==> src/rtl/trdb_pkg.sv <==
// Shared definitions for the byte-packed trace stream.
//
// Stream format, LSB first, packets contiguous across bus words:
//   PACKET_BYTE_HEADER_LEN bits of N (payload byte count),
//   4 custom bits, 8*N payload bits, zero padding to a byte boundary.
// The aligner (transmit side) and the unaligner (receive side) both size
// packets through packet_bytes() so the two ends cannot disagree.
package trdb_pkg;

  localparam int unsigned BUS_DATA_WIDTH         = 32;
  localparam int unsigned PACKET_LEN             = 68;
  localparam int unsigned PACKET_BYTE_HEADER_LEN = 5;

  // Largest packet on the wire, in bytes, including header and padding.
  localparam int unsigned PACKET_MAX_BYTES = (PACKET_BYTE_HEADER_LEN + PACKET_LEN + 7) / 8;
  localparam int unsigned DATA_BYTES       = BUS_DATA_WIDTH / 8;
  // One full packet plus one incoming word, so a word can always land
  // behind a packet that is waiting for its last bytes.
  localparam int unsigned BUF_BYTES        = PACKET_MAX_BYTES + DATA_BYTES;

  // Bytes occupied on the wire by a packet with n payload bytes.
  function automatic int unsigned packet_bytes(input int unsigned hdr_len,
                                               input int unsigned n);
    return (hdr_len + 4 + 8 * n + 7) / 8;
  endfunction

  typedef enum logic [1:0] {
    HDR,
    BODY,
    ERR
  } unalign_state_e;

endpackage

==> src/rtl/trdb_byte_fifo_shift.sv <==
// Byte-granular shift buffer.
//
// Byte 0 is always the oldest byte. Each cycle the caller may pop a
// variable number of bytes from the front and push a fixed-width word at
// the back; both happen in the same edge, with the push landing directly
// behind the bytes that survive the pop.
//
// Ports:
//   clk_i, rst_ni  clock, async active-low reset
//   clear_i        synchronous flush (empties the buffer)
//   push_i         append push_data_i this cycle
//   push_data_i    PUSH_BYTES bytes, byte 0 in bits [7:0]
//   pop_cnt_i      bytes removed from the front this cycle (<= fill_o)
//   data_o         whole buffer, byte i in bits [8*i +: 8]
//   fill_o         number of valid bytes held
module trdb_byte_fifo_shift #(
  parameter int unsigned DEPTH      = 14,
  parameter int unsigned PUSH_BYTES = 4,
  parameter int unsigned CNT_W      = $clog2(DEPTH + 1)
) (
  input  logic                    clk_i,
  input  logic                    rst_ni,
  input  logic                    clear_i,
  input  logic                    push_i,
  input  logic [PUSH_BYTES*8-1:0] push_data_i,
  input  logic [CNT_W-1:0]        pop_cnt_i,
  output logic [DEPTH*8-1:0]      data_o,
  output logic [CNT_W-1:0]        fill_o
);

  logic [7:0]       mem_q [DEPTH];
  logic [7:0]       mem_d [DEPTH];
  logic [CNT_W-1:0] fill_q;
  logic [CNT_W-1:0] fill_d;
  logic [CNT_W-1:0] keep;

  // Surviving bytes shift down by pop_cnt_i; the pushed word fills the
  // slots right after them; everything beyond is zeroed so stale bytes
  // never look like a header.
  always_comb begin
    // NOTE: every variable assigned in a combinational block gets a default
    // first; a path that leaves one unassigned would infer a latch.
    keep   = fill_q - pop_cnt_i;
    fill_d = keep + (push_i ? CNT_W'(PUSH_BYTES) : '0);
    for (int i = 0; i < DEPTH; i++) begin
      mem_d[i] = '0;
      if (i < int'(keep)) begin
        mem_d[i] = mem_q[i + int'(pop_cnt_i)];
      end else if (push_i && ((i - int'(keep)) < PUSH_BYTES)) begin
        mem_d[i] = push_data_i[8*(i - int'(keep)) +: 8];
      end
    end
  end

  // NOTE: sequential state is written only with non-blocking assignments so
  // every register samples the pre-edge values of the others.
  always_ff @(posedge clk_i or negedge rst_ni) begin
    if (!rst_ni) begin
      fill_q <= '0;
      // NOTE: the storage is reset too; it is only DEPTH bytes, and a known
      // zero content keeps data_o deterministic out of reset.
      for (int i = 0; i < DEPTH; i++) mem_q[i] <= '0;
    end else if (clear_i) begin
      fill_q <= '0;
      for (int i = 0; i < DEPTH; i++) mem_q[i] <= '0;
    end else begin
      fill_q <= fill_d;
      for (int i = 0; i < DEPTH; i++) mem_q[i] <= mem_d[i];
    end
  end

  always_comb begin
    data_o = '0;
    for (int i = 0; i < DEPTH; i++) data_o[8*i +: 8] = mem_q[i];
  end

  assign fill_o = fill_q;

endmodule

==> src/rtl/trdb_stream_unalign8.sv <==
// Receive side of the byte-packed trace stream.
//
// Accepts BUS_DATA_WIDTH-bit words, recovers the byte-aligned packets they
// carry and presents one packet per valid/ready handshake.
//
// Ports:
//   clk_i, rst_ni   clock, async active-low reset
//   data_i/valid_i  incoming stream word, accepted when valid_i && ready_o
//   ready_o         room for one more word and no header error
//   clear_i         synchronous resync: drops buffer, output and error
//   packet_bits_o   {payload bytes, custom4}, LSB-aligned, upper bits zero
//   packet_len_o    4 + 8*N
//   valid_o/ready_i packet handshake
//   error_o         sticky: a header announced more than MAX_PAYLOAD_BYTES
module trdb_stream_unalign8
  import trdb_pkg::*;
#(
  parameter int unsigned ID                = 1,
  parameter int unsigned MAX_PAYLOAD_BYTES = (PACKET_LEN - 4) / 8
) (
  input  logic                          clk_i,
  input  logic                          rst_ni,
  input  logic [BUS_DATA_WIDTH-1:0]     data_i,
  input  logic                          valid_i,
  output logic                          ready_o,
  input  logic                          clear_i,
  output logic [PACKET_LEN-1:0]         packet_bits_o,
  output logic [$clog2(PACKET_LEN)-1:0] packet_len_o,
  output logic                          valid_o,
  input  logic                          ready_i,
  output logic                          error_o
);

  localparam int unsigned H         = PACKET_BYTE_HEADER_LEN;
  localparam int unsigned HDR_BYTES = (H + 4 + 7) / 8;
  localparam int unsigned CNT_W     = $clog2(BUF_BYTES + 1);
  localparam int unsigned LEN_W     = $clog2(PACKET_LEN);
  localparam int unsigned BUF_W     = BUF_BYTES * 8;

  if (PACKET_BYTE_HEADER_LEN > 8) begin : g_hdr_len_chk
    $error("PACKET_BYTE_HEADER_LEN must be <= 8");
  end
  if (BUS_DATA_WIDTH % 8 != 0) begin : g_bus_width_chk
    $error("BUS_DATA_WIDTH must be a multiple of 8");
  end

  logic [BUF_W-1:0]      buf_data;
  logic [CNT_W-1:0]      fill;
  logic [CNT_W-1:0]      consumed;
  logic                  push;

  unalign_state_e        state_q, state_d;

  logic [H-1:0]          hdr_n, n_q, load_n;
  logic [CNT_W-1:0]      hdr_p, p_q;
  logic                  hdr_ready, hdr_fits, body_fits, out_free;
  logic                  load, latch_hdr, set_err;

  logic                  valid_q, error_q;
  logic [PACKET_LEN-1:0] bits_q, load_bits, len_mask;
  logic [LEN_W-1:0]      len_q, load_len;

  // Buffer bytes past the longest packet are never read as packet bits;
  // ID is reserved for multi-core tracing.
  logic                  unused_bits;
  assign unused_bits = ^{buf_data[BUF_W-1:H+PACKET_LEN], 1'(ID != 0)};

  trdb_byte_fifo_shift #(
    .DEPTH      (BUF_BYTES),
    .PUSH_BYTES (DATA_BYTES),
    .CNT_W      (CNT_W)
  ) u_fifo (
    .clk_i       (clk_i),
    .rst_ni      (rst_ni),
    .clear_i     (clear_i),
    .push_i      (push),
    .push_data_i (data_i),
    .pop_cnt_i   (consumed),
    .data_o      (buf_data),
    .fill_o      (fill)
  );

  // Room is judged on the registered fill only; bytes popped in the same
  // cycle are not credited, which keeps ready_o off the pop path.
  assign ready_o   = !error_q && (32'(fill) + DATA_BYTES <= BUF_BYTES);
  assign push      = valid_i && ready_o && !clear_i;

  assign hdr_n     = buf_data[H-1:0];
  assign hdr_p     = CNT_W'(packet_bytes(H, 32'(hdr_n)));
  assign hdr_ready = 32'(fill) >= HDR_BYTES;
  assign out_free  = !valid_q || ready_i;
  // A fully resident packet is emitted straight from HDR, so back-to-back
  // resident packets stream at one per cycle.
  assign hdr_fits  = (fill >= hdr_p) && out_free;
  assign body_fits = (fill >= p_q) && out_free;

  // ---------------------------------------------------------------- FSM
  always_ff @(posedge clk_i or negedge rst_ni) begin
    if (!rst_ni)      state_q <= HDR;
    else if (clear_i) state_q <= HDR;
    else              state_q <= state_d;
  end

  always_comb begin
    state_d = state_q;
    unique case (state_q)
      HDR: begin
        if (hdr_ready && (hdr_n != '0)) begin
          if (32'(hdr_n) > MAX_PAYLOAD_BYTES) state_d = ERR;
          else if (!hdr_fits)                 state_d = BODY;
        end
      end
      BODY:    if (body_fits) state_d = HDR;
      ERR:     state_d = ERR;
      default: state_d = HDR;
    endcase
  end

  always_comb begin
    consumed  = '0;
    load      = 1'b0;
    load_n    = '0;
    latch_hdr = 1'b0;
    set_err   = 1'b0;
    unique case (state_q)
      HDR: begin
        if (hdr_ready) begin
          if (hdr_n == '0) begin
            // Filler byte from a zero-filled flush tail.
            consumed = CNT_W'(1);
          end else if (32'(hdr_n) > MAX_PAYLOAD_BYTES) begin
            set_err = 1'b1;
          end else if (hdr_fits) begin
            load     = 1'b1;
            load_n   = hdr_n;
            consumed = hdr_p;
          end else begin
            latch_hdr = 1'b1;
          end
        end
      end
      BODY: begin
        if (body_fits) begin
          load     = 1'b1;
          load_n   = n_q;
          consumed = p_q;
        end
      end
      default: ;
    endcase
  end

  // ----------------------------------------------------- output datapath
  // The header always sits at bit 0 of the buffer when a packet loads, so
  // the packet bits are a fixed slice masked down to 4+8N.
  always_comb begin
    load_len  = LEN_W'(32'd4 + 32'(load_n) * 32'd8);
    len_mask  = (PACKET_LEN'(1) << load_len) - PACKET_LEN'(1);
    load_bits = buf_data[H +: PACKET_LEN] & len_mask;
  end

  always_ff @(posedge clk_i or negedge rst_ni) begin
    if (!rst_ni) begin
      n_q     <= '0;
      p_q     <= '0;
      valid_q <= 1'b0;
      bits_q  <= '0;
      len_q   <= '0;
      error_q <= 1'b0;
    end else if (clear_i) begin
      n_q     <= '0;
      p_q     <= '0;
      valid_q <= 1'b0;
      bits_q  <= '0;
      len_q   <= '0;
      error_q <= 1'b0;
    end else begin
      if (latch_hdr) begin
        n_q <= hdr_n;
        p_q <= hdr_p;
      end
      if (set_err) error_q <= 1'b1;
      if (load) begin
        valid_q <= 1'b1;
        bits_q  <= load_bits;
        len_q   <= load_len;
      end else if (ready_i) begin
        valid_q <= 1'b0;
      end
    end
  end

  assign valid_o       = valid_q;
  assign packet_bits_o = bits_q;
  assign packet_len_o  = len_q;
  assign error_o       = error_q;

endmodule

==> config.mk <==
export PLATFORM = sky130hd
export DESIGN_NAME = trdb_stream_unalign8
export DESIGN_NICKNAME = d
export VERILOG_FILES = /design/src/rtl/trdb_pkg.sv /design/src/rtl/trdb_byte_fifo_shift.sv /design/src/rtl/trdb_stream_unalign8.sv
export SDC_FILE = /design/constraint.sdc
export NUM_CORES = 1
export LEC_CHECK = 0
export ABC_AREA = 1
export ABC_CLOCK_PERIOD_IN_PS = 15500
export BUFFER_PORTS_ARGS = -buffer_cell sky130_fd_sc_hd__buf_2
export CAP_MARGIN = 20
export CELL_PAD_IN_SITES_DETAIL_PLACEMENT = 1
export CELL_PAD_IN_SITES_GLOBAL_PLACEMENT = 2
export CORE_ASPECT_RATIO = 0.6
export CORE_MARGIN = 8
export CORE_UTILIZATION = 37
export CTS_BUF_LIST = sky130_fd_sc_hd__clkbuf_8
export DETAILED_ROUTE_END_ITERATION = 10
export PLACE_DENSITY = 0.87
export SLEW_MARGIN = 30
export SYNTH_ARGS = -nofsm -noshare
export SYNTH_HDL_FRONTEND = slang
export SYNTH_SLANG_ARGS = --single-unit
==> constraint.sdc <==
create_clock -name clk_i -period 15.5 [get_ports clk_i]
set_input_delay 0 -clock clk_i [delete_from_list [all_inputs] [get_ports clk_i]]
set_output_delay 0 -clock clk_i [all_outputs]
set_load 0.05 [all_outputs]
==> impl_metrics.env, run 1 <==
export IMPL_path_buf_inv=7
export IMPL_synthArstFlopShare_pct=100
export IMPL_syn_instance_count=2741
export IMPL_netlist_area_leader_share_pct=29.6
export IMPL_fp_dieH_um=182
export IMPL_synth_area_sq_um=16900
export IMPL_multi_input_area_sq_um=10000
export IMPL_hold_path_class="primary input to asynchronous set/reset pin"
export IMPL_path_common_cell="inv_1"
export IMPL_cp_top_family="simple AND/OR/NAND/NOR gates"
export IMPL_critPathMaxFanout=24
export IMPL_synth_edff_count=0
export IMPL_dieWidth_um=292
export IMPL_viasPerCell=6.21
export IMPL_rsz0062_at_grt="no"
export IMPL_grt_pass1_wl_mm=142
export IMPL_postRouteAntennaNets=0
export IMPL_grt_usage_pct=36.3
export IMPL_root_buffer="clkbuf_8"
export IMPL_endpoint="u_fifo.data_o[52]"
export IMPL_grt_max_degree=77
export IMPL_ys_top_cells_by_area="dfrtp_1 (30%), nand3_1 (26%), nand2_1 (15%)"
export IMPL_r2r_start="u_fifo.data_o[1]"
export IMPL_yosys_top_cells_count="nand3_1 (878), nand2_1 (694), inv_1 (294)"
export IMPL_relSlewSlack_pct=27.2
export IMPL_worstMarginPinSlew_ns=1.08
export IMPL_drt_iter0_markers=2884
export IMPL_cts_setup_buffers=0
export IMPL_ff2ff_path_depth=24
export IMPL_nFillCells=6045
export IMPL_start_kind="flip-flop"
export IMPL_startpoint="u_fifo.data_o[1]"
export IMPL_ios=115
export IMPL_htree_levels=4
export IMPL_layout_nets=2810
export IMPL_drc_errors=0
export IMPL_worstSetupPathType="flip-flop to flip-flop"
export IMPL_ys_seq_area_share_pct=29.6
export IMPL_crit_arrival_ns=7.20
export IMPL_yosys_warnings=0
export IMPL_grt_antenna_before_repair=1
export IMPL_end_kind="flip-flop"
export IMPL_fin_crit_ns=6.73
export IMPL_r2r_end="u_fifo.data_o[52]"
export IMPL_die_area_sq_um=53000
export IMPL_wl_per_cell_um=29.7
export IMPL_rrSetupSlack_ns=8.77
export IMPL_setup_viol=0
export IMPL_slew_violations=0
export IMPL_regArea_sq_um=5000
export IMPL_synthMostInstantiatedCell="nand3_1"
export IMPL_synth_avg_cell_area_sq_um=6.16
export IMPL_yosysUniqueCellTypes=52
export IMPL_dp_hpwl_mm=78.0
export IMPL_finalClockSkew_ns=0.0279
export IMPL_port_buffers=112
export IMPL_max_freq_mhz=149
export IMPL_synth_top_cell_by_area="dfrtp_1"
export IMPL_initial_core_util_pct=37.6
export IMPL_grt_pass1_vias=19700
export IMPL_core_region_area_sq_um=45000
export IMPL_place_gp_congestion=1.03
export IMPL_slowest_delay_ns=1.10
export IMPL_path_clk_slew_ns=0.14
export IMPL_cts_tree="yes"
export IMPL_status="finished, final reports clean"
export IMPL_cts_buffers=17
export IMPL_cts_buffer_depth=2
export IMPL_drt_wl_total_mm=99.4
export IMPL_cts_sinks=200
export IMPL_cap_violations=0
export IMPL_grt_overflow=0
export IMPL_finalSetupTns_ns=0
export IMPL_synth_ff_type="dfrtp_1"
export IMPL_dr_pass1_iters=6
export IMPL_required_ns=15.98
export IMPL_via_count=20800
export IMPL_area_delta_synth_final_pct=7.87
export IMPL_cp_slowest_cell="fa_1"
export IMPL_final_hold_violation_count=0
export IMPL_finalCritPeriodShare_pct=43.4
export IMPL_path_depth=24
export IMPL_ys_seq_elements=200
export IMPL_clk_latency_ns=0.56
export IMPL_final_layout_size_suffix_gt1_share_pct=8.86
export IMPL_crit_path_cell_trace="ha_1 -> xnor2_1 -> ha_1 -> inv_1 -> o21bai_1 -> inv_1 -> a21boi_2 -> nand2_2 -> o21ai_4 -> buf_4 -> inv_2 -> fa_1 -> inv_1 -> nor2_1 -> inv_1 -> nor2_1 -> inv_1 -> nand2_1 -> nand2_1 -> o21ai_0 -> nand3_1 -> nand2_1 -> nand2_1 -> nor2_1"
export IMPL_rows=60
-- placed cells by master (no fill, tap or decap), types with 8 or more instances in the layout --
master,netlist,final
o31ai_1,23,23
nand2_1,694,692
o21ai_1,21,25
dfrtp_1,200,200
ha_1,31,30
a32o_1,17,17
buf_4,9,27
o21ai_0,89,85
buf_2,55,110
nand4_1,9,9
nor2_1,151,149
inv_1,294,292
clkbuf_8,0,19
a21oi_1,66,66
inv_2,19,21
o21a_1,8,8
nand3_1,878,878
-- stage by stage --
step                hold WS [ns]  instance area, sq um  utilization [%]  cells  setup slack [ns]
finish                   0.00519                 18200             40.5   3344              8.77
global route              0.0359                 18200             40.5   3343              8.34
CTS                      0.00884                 18200             40.5   3343              8.89
detailed placement        0.0558                 17700             39.5   3308              8.94
global placement          0.0490                 17700             39.4   3307              9.11
floorplan                 -0.296                 16900                -   2742             10.64
-- layout make-up --
| class | count | share of cell area [%] |
|---|---|---|
| multi-input cells | 2058 | 54.9 |
| flip-flops and latches | 200 | 27.5 |
| inverters | 320 | 6.61 |
| repair buffers | 144 | 4.58 |
| well taps | 589 | 4.04 |
| clock buffers | 18 | 1.36 |
| clock inverters | 14 | 1.02 |
| diodes | 1 | 0.0137 |
-- cells by family after synthesis --
logic type	Yosys count	share of synthesized area, %
DFF	200	29.6
muxes	1	0.0593
AOI/OAI and AO/OA	249	8.90
other	1	0.0222
adders and majority gates	32	2.41
and+or+nand+nor	1764	46.8
buffers and inverters	484	11.5
xor gates and xnor gates	10	0.696
-- worst reg2reg max path: stages, from the launching register on --
cell	delay, ns
dfrtp_1	0.49
ha_1	0.25
xnor2_1	0.16
ha_1	0.29
inv_1	0.05
o21bai_1	0.13
inv_1	0.08
a21boi_2	0.19
nand2_2	0.18
o21ai_4	0.16
buf_4	0.36
inv_2	0.23
fa_1	1.10
inv_1	0.62
nor2_1	0.47
inv_1	0.17
nor2_1	0.38
inv_1	0.08
nand2_1	0.40
nand2_1	0.22
o21ai_0	0.23
nand3_1	0.14
nand2_1	0.11
nand2_1	0.05
nor2_1	0.11
-- flip-flops by register name, indices dropped and copies added, names as in the netlist --
name / flops
u_fifo.data_o: 112
packet_bits_o: 68
packet_len_o: 5
n_q: 4
u_fifo.fill_o: 4
p_q: 3
state_q: 2
error_o: 1
valid_o: 1
-- layer usage --
layer / wire length (um) / GRT usage, % / up-vias
met2: 35900 / 46.1 / 1328
li1: - / - / 9039
met3: 15600 / 18.6 / 121
met5: 0 / 0 / -
met4: 2340 / 7.73 / 0
met1: 45500 / 53.1 / 10300
-- worst min path at each step --
stage	end	cells after the start
2_1_floorplan	error_o	0
3_3_place_gp	packet_len_o[2]	1
3_5_place_dp	packet_len_o[5]	1
4_1_cts	packet_len_o[5]	2
5_1_grt	packet_bits_o[48]	2
6_report	packet_len_o[2]	2
-- what timing repair did --
item / 4_1_cts / 5_1_grt
resized for setup: 0 / 0
hold endpoints to repair: 89 / 0
hold buffers: 3 / 0
Power of run 1 is not shown: default switching activity piles up to over one toggle a cycle in this logic, so the estimate is an artifact.
==> run 2, diff against run 1 <==
ABC_CLOCK_PERIOD_IN_PS = 5600   (was 15500)
CORE_UTILIZATION = 31   (was 37)
PLACE_DENSITY = 0.77   (was 0.87)
clock period = 5.6 ns   (was 15.5 ns; I/O delays follow)
==> run 2 against run 1 <==
Against the previous run: hold slack better by 0.038 ns; critical path depth up 1; clock skew up 0.0042 ns; global-route usage down 4.0 points; largest cell class unchanged; sequential cell count unchanged; critical endpoint is now u_fifo.data_o[6]; first-iteration DRC count up 3.1%; wire length up 3.9%; sequential share of layout area down 0.61 points; via count about the same; setup slack worse by 8.5 ns; cell area up 2.3%; clock-buffer cell count down 1.
==> impl_metrics.env, run 2 (synthesized netlist as in run 1, its figures left out) <==
export IMPL_path_common_cell="inv_1"
export IMPL_grt_pass1_wl_mm=146
export IMPL_dieWidth_um=317
export IMPL_regArea_sq_um=5000
export IMPL_initial_core_util_pct=31.3
export IMPL_grt_antenna_before_repair=5
export IMPL_multi_input_area_sq_um=9990
export IMPL_fp_dieH_um=197
export IMPL_grt_pass1_vias=19800
export IMPL_wl_per_cell_um=29.5
export IMPL_path_buf_inv=8
export IMPL_ios=115
export IMPL_post_place_ws_ns=0.463
export IMPL_rsz0062_at_grt="no"
export IMPL_max_freq_mhz=189
export IMPL_fin_crit_ns=5.28
export IMPL_place_gp_congestion=1.02
export IMPL_via_count=20800
export IMPL_drt_wl_total_mm=103
export IMPL_root_buffer="clkbuf_8"
export IMPL_cp_top_family="buffers and inverters"
export IMPL_ctsHoldBuffers=3
export IMPL_largest_reg_flops=112
export IMPL_grt_overflow=0
export IMPL_diodes=0
export IMPL_finalClockSkew_ns=0.0321
export IMPL_grt_usage_pct=32.3
export IMPL_finalSetupTns_ns=0
export IMPL_relSlewSlack_pct=24.0
export IMPL_crit_arrival_ns=5.76
export IMPL_htree_levels=4
export IMPL_worstMarginPinSlew_ns=1.13
export IMPL_start_kind="flip-flop"
export IMPL_slowest_delay_ns=0.49
export IMPL_final_hold_violation_count=0
export IMPL_end_kind="flip-flop"
export IMPL_layout_nets=2849
export IMPL_worstSetupPathType="flip-flop to flip-flop"
export IMPL_dr_pass1_iters=6
export IMPL_port_buffers=112
export IMPL_setup_viol=0
export IMPL_cp_slowest_cell="dfrtp_1"
export IMPL_drc_errors=0
export IMPL_slew_violations=0
export IMPL_rows=66
export IMPL_required_ns=6.08
export IMPL_critPathMaxFanout=27
export IMPL_cts_buffers=17
export IMPL_cts_sinks=200
export IMPL_dp_hpwl_mm=82.2
export IMPL_cts_tree="yes"
export IMPL_status="finished, final reports clean"
export IMPL_postRouteAntennaNets=0
export IMPL_path_clk_slew_ns=0.13
export IMPL_final_layout_size_suffix_gt1_share_pct=10.1
export IMPL_viasPerCell=5.93
export IMPL_drt_iter0_markers=2972
export IMPL_cts_buffer_depth=2
export IMPL_grt_max_degree=110
export IMPL_final_cell_mix="nand3_1 (878), nand2_1 (692), inv_1 (292)"
export IMPL_hold_path_class="primary input to flip-flop"
export IMPL_finalCritPeriodShare_pct=94.3
export IMPL_clk_latency_ns=0.59
export IMPL_die_area_sq_um=62500
export IMPL_fin_ws_ns=0.318
export IMPL_final_common_cell="nand3_1"
export IMPL_area_delta_synth_final_pct=10.3
export IMPL_cts_setup_buffers=0
export IMPL_cts_resized=0
export IMPL_cap_violations=0
export IMPL_nFillCells=7104
export IMPL_core_region_area_sq_um=54000
run 2: cell count changes in the layout (fill, tap and decap cells not counted), sizes merged:
cell	delta
diode	-1
clkbuf	-1
buf	+38
clkinvlp	+2
inv	-2
dlygate4sd3	+1
run 2: final cells by class:
| cell class | instances | share of cell area [%] |
|---|---|---|
| Clock buffer | 17 | 1.26 |
| Sequential cell | 200 | 26.9 |
| Timing Repair Buffer | 183 | 6.29 |
| Tap cell | 714 | 4.79 |
| Clock inverter | 14 | 0.732 |
| Inverter | 320 | 6.46 |
| Multi-Input combinational cell | 2058 | 53.6 |
run 2: metal layers:
layer  vias up  routed length, um  share of wire (%)  track usage (%)
met5         -                144               0.14             1.72
li1       9115                  -                  -                -
met2      1196              36800                 36             40.0
met4         8               2370                2.3             7.63
met1     10300              48200                 47             48.3
met3       116              15800                 15             15.8
run 2: worst paths after layout:
| check | cells after the start | end | slack, ns | from |
|---|---|---|---|---|
| worst min-delay path | 9 | u_fifo.data_o[54] | 0.04 | data_i[6] |
| worst max register to register | 25 | u_fifo.data_o[6] | 0.32 | u_fifo.data_o[1] |
| max in group asynchronous | 4 | u_fifo.data_o[108] | 4.12 | rst_ni |
| min in group asynchronous | 3 | p_q[2] | 0.41 | rst_ni |
| worst max-delay path | 25 | u_fifo.data_o[6] | 0.32 | u_fifo.data_o[1] |
| worst min register to register | 2 | packet_bits_o[36] | 0.49 | packet_bits_o[36] |
run 2: worst reg2reg max path, stage by stage (launching register included):
cell      delay, ns
dfrtp_1        0.49
ha_1           0.25
xnor2_1        0.32
ha_1           0.19
inv_1          0.05
o21bai_1       0.15
inv_1          0.09
a21boi_2       0.21
nand2_2        0.17
o21ai_4        0.19
inv_2          0.08
ha_1           0.28
nand3_1        0.07
nand2_1        0.08
xor2_1         0.33
inv_1          0.14
nand2_4        0.15
nand2_8        0.20
inv_4          0.26
ha_1           0.18
buf_4          0.17
nand2_1        0.43
inv_1          0.45
a21oi_1        0.13
nand2_1        0.10
inv_1          0.04
run 2: metrics by stage:
step	hold WS [ns]	area, sq um	instances	util, %
after floorplan	-0.296	16900	2742	-
after CTS	0.0144	18600	3504	34.4
after global routing	0.0640	18600	3506	34.5
final	0.0433	18600	3506	34.5
after global placement	0.137	18200	3470	33.7
after detailed placement	0.151	18200	3470	33.7
Power of run 2 is left out for the same reason.
==> run 3, diff against run 2 <==
HOLD_SLACK_MARGIN = 0.15   (was not set)
==> run 3 against run 2 <==
Against the previous run: non-clock buffer count is 31 higher; critical path depth unchanged; sequential cell count unchanged; via count rose by 0.18%; critical endpoint unchanged; highest routed layer unchanged.
==> impl_metrics.env, run 3 (synthesized netlist as in run 1, its figures left out) <==
export IMPL_via_count=20800
export IMPL_slew_violations=0
export IMPL_finalSetupTns_ns=0
export IMPL_stdcell_count=3537
export IMPL_max_freq_mhz=187
export IMPL_rrSetupSlack_ns=0.27
export IMPL_worstSetupPathType="flip-flop to flip-flop"
export IMPL_ff2ff_path_depth=25
export IMPL_r2r_end="u_fifo.data_o[6]"
export IMPL_cp_slowest_cell="dfrtp_1"
export IMPL_cts_setup_buffers=0
export IMPL_worstMarginPinSlew_ns=1.09
export IMPL_placed_cells=3470
export IMPL_hold_path_class="primary input to flip-flop"
export IMPL_wl_per_cell_um=29.3
export IMPL_viasPerCell=5.88
export IMPL_relSlewSlack_pct=26.3
export IMPL_diodes=0
export IMPL_dp_hpwl_mm=82.2
export IMPL_status="finished, final reports clean"
export IMPL_start_kind="flip-flop"
export IMPL_grt_usage_pct=32.5
export IMPL_final_common_cell="nand3_1"
export IMPL_crit_arrival_ns=5.81
export IMPL_rsz0062_at_grt="no"
export IMPL_grt_pass1_wl_mm=147
export IMPL_critPathMaxFanout=27
export IMPL_ios=115
export IMPL_fin_ws_ns=0.267
export IMPL_largest_reg_flops=112
export IMPL_setup_viol=0
export IMPL_final_hold_violation_count=0
export IMPL_nFillCells=7082
export IMPL_fin_crit_ns=5.33
export IMPL_htree_levels=4
export IMPL_grt_max_degree=110
export IMPL_drt_iter0_markers=2896
export IMPL_rows=66
export IMPL_path_buf_inv=8
export IMPL_fp_dieH_um=197
export IMPL_area_delta_synth_final_pct=12.2
export IMPL_cap_violations=0
export IMPL_cts_tree="yes"
export IMPL_finalClockSkew_ns=0.0331
export IMPL_drc_errors=0
export IMPL_cts_sinks=200
export IMPL_initial_core_util_pct=31.3
export IMPL_path_clk_slew_ns=0.13
export IMPL_post_place_ws_ns=0.463
export IMPL_holdPathStages=8
export IMPL_dr_pass1_iters=5
export IMPL_postRouteAntennaNets=0
export IMPL_grt_antenna_before_repair=4
export IMPL_clk_latency_ns=0.59
export IMPL_drt_wl_total_mm=104
export IMPL_die_area_sq_um=62500
export IMPL_path_common_cell="inv_1"
export IMPL_place_gp_congestion=1.02
export IMPL_dieWidth_um=317
export IMPL_end_kind="flip-flop"
export IMPL_grt_pass1_vias=20000
export IMPL_port_buffers=112
export IMPL_finalCritPeriodShare_pct=95.2
export IMPL_whs_endpoint="u_fifo.data_o[87]"
export IMPL_cp_top_family="buffers and inverters"
export IMPL_final_cell_mix="nand3_1 (878), nand2_1 (691), inv_1 (292)"
export IMPL_r2r_start="u_fifo.data_o[1]"
export IMPL_cts_buffer_depth=2
export IMPL_final_layout_size_suffix_gt1_share_pct=10.1
export IMPL_required_ns=6.08
export IMPL_min_from="data_i[7]"
export IMPL_cts_buffers=17
export IMPL_core_region_area_sq_um=54000
export IMPL_grt_overflow=0
export IMPL_slowest_delay_ns=0.49
export IMPL_layout_nets=2880
export IMPL_root_buffer="clkbuf_8"
## run 3: changes by cell type in the layout (fill, tap and decap cells not counted), sizes merged
| cell | previous run | this run |
|---|---|---|
| dlygate4sd3 | 4 | 35 |
## run 3: area by class of cell
cell class	count	area (sq um)	area share, %
clock buffer	17	234	1.23
multi-input combinational	2058	10000	52.7
inverter	320	1200	6.35
sequential	200	5000	26.4
clock inverter	14	136	0.720
tap	714	893	4.71
timing repair buffer	214	1480	7.82
## run 3: routing by layer
metal / vias to the layer above / GRT usage, % / part of all wire, %
met5: - / 1.72 / 0.12
met1: 10400 / 48.7 / 47
met2: 1165 / 40.1 / 36
met4: 6 / 7.80 / 2.3
met3: 112 / 15.6 / 15
li1: 9177 / - / -
## run 3: timing repair
| action | CTS | global route |
|---|---|---|
| hold buffers | 36 | 0 |
| gates resized for setup | 0 | 3 |
| hold endpoints to repair | 129 | 0 |
| setup endpoints to repair | 0 | 7 |
## run 3: worst max-delay path by stage
| stage | start | endpoint | slack [ns] | cells past startpoint |
|---|---|---|---|---|
| floorplan | u_fifo.data_o[1] | u_fifo.data_o[16] | 0.74 | 29 |
| global placement | u_fifo.data_o[1] | u_fifo.data_o[7] | 0.65 | 25 |
| detailed placement | u_fifo.data_o[1] | u_fifo.data_o[6] | 0.46 | 25 |
| CTS | u_fifo.data_o[1] | u_fifo.data_o[49] | 0.09 | 28 |
| global route | u_fifo.data_o[1] | u_fifo.data_o[6] | 0.09 | 25 |
| finish | u_fifo.data_o[1] | u_fifo.data_o[6] | 0.27 | 25 |
## run 3: worst reg2reg max path, cell delays in order, from the launching register on
cell and delay [ns]:
dfrtp_1 0.49, ha_1 0.24, xnor2_1 0.35, ha_1 0.19, inv_1 0.05, o21bai_1 0.15, inv_1 0.09, a21boi_2 0.21
nand2_2 0.17, o21ai_4 0.19, inv_2 0.08, ha_1 0.29, nand3_1 0.07, nand2_1 0.08, xor2_1 0.32, inv_1 0.14
nand2_4 0.15, nand2_8 0.20, inv_4 0.26, ha_1 0.18, buf_4 0.17, nand2_1 0.43, inv_1 0.45, a21oi_1 0.13
nand2_1 0.11, inv_1 0.05
## run 3: stage by stage
step / area [sq um] / utilization, % / hold WS [ns]
after detailed placement: 18200 / 33.7 / 0.151
after floorplan: 16900 / - / -0.296
after global placement: 18200 / 33.7 / 0.137
after global routing: 19000 / 35.1 / 0.274
final: 19000 / 35.1 / 0.230
after CTS: 18900 / 35.1 / 0.170
Power of run 3 is left out for the same reason.
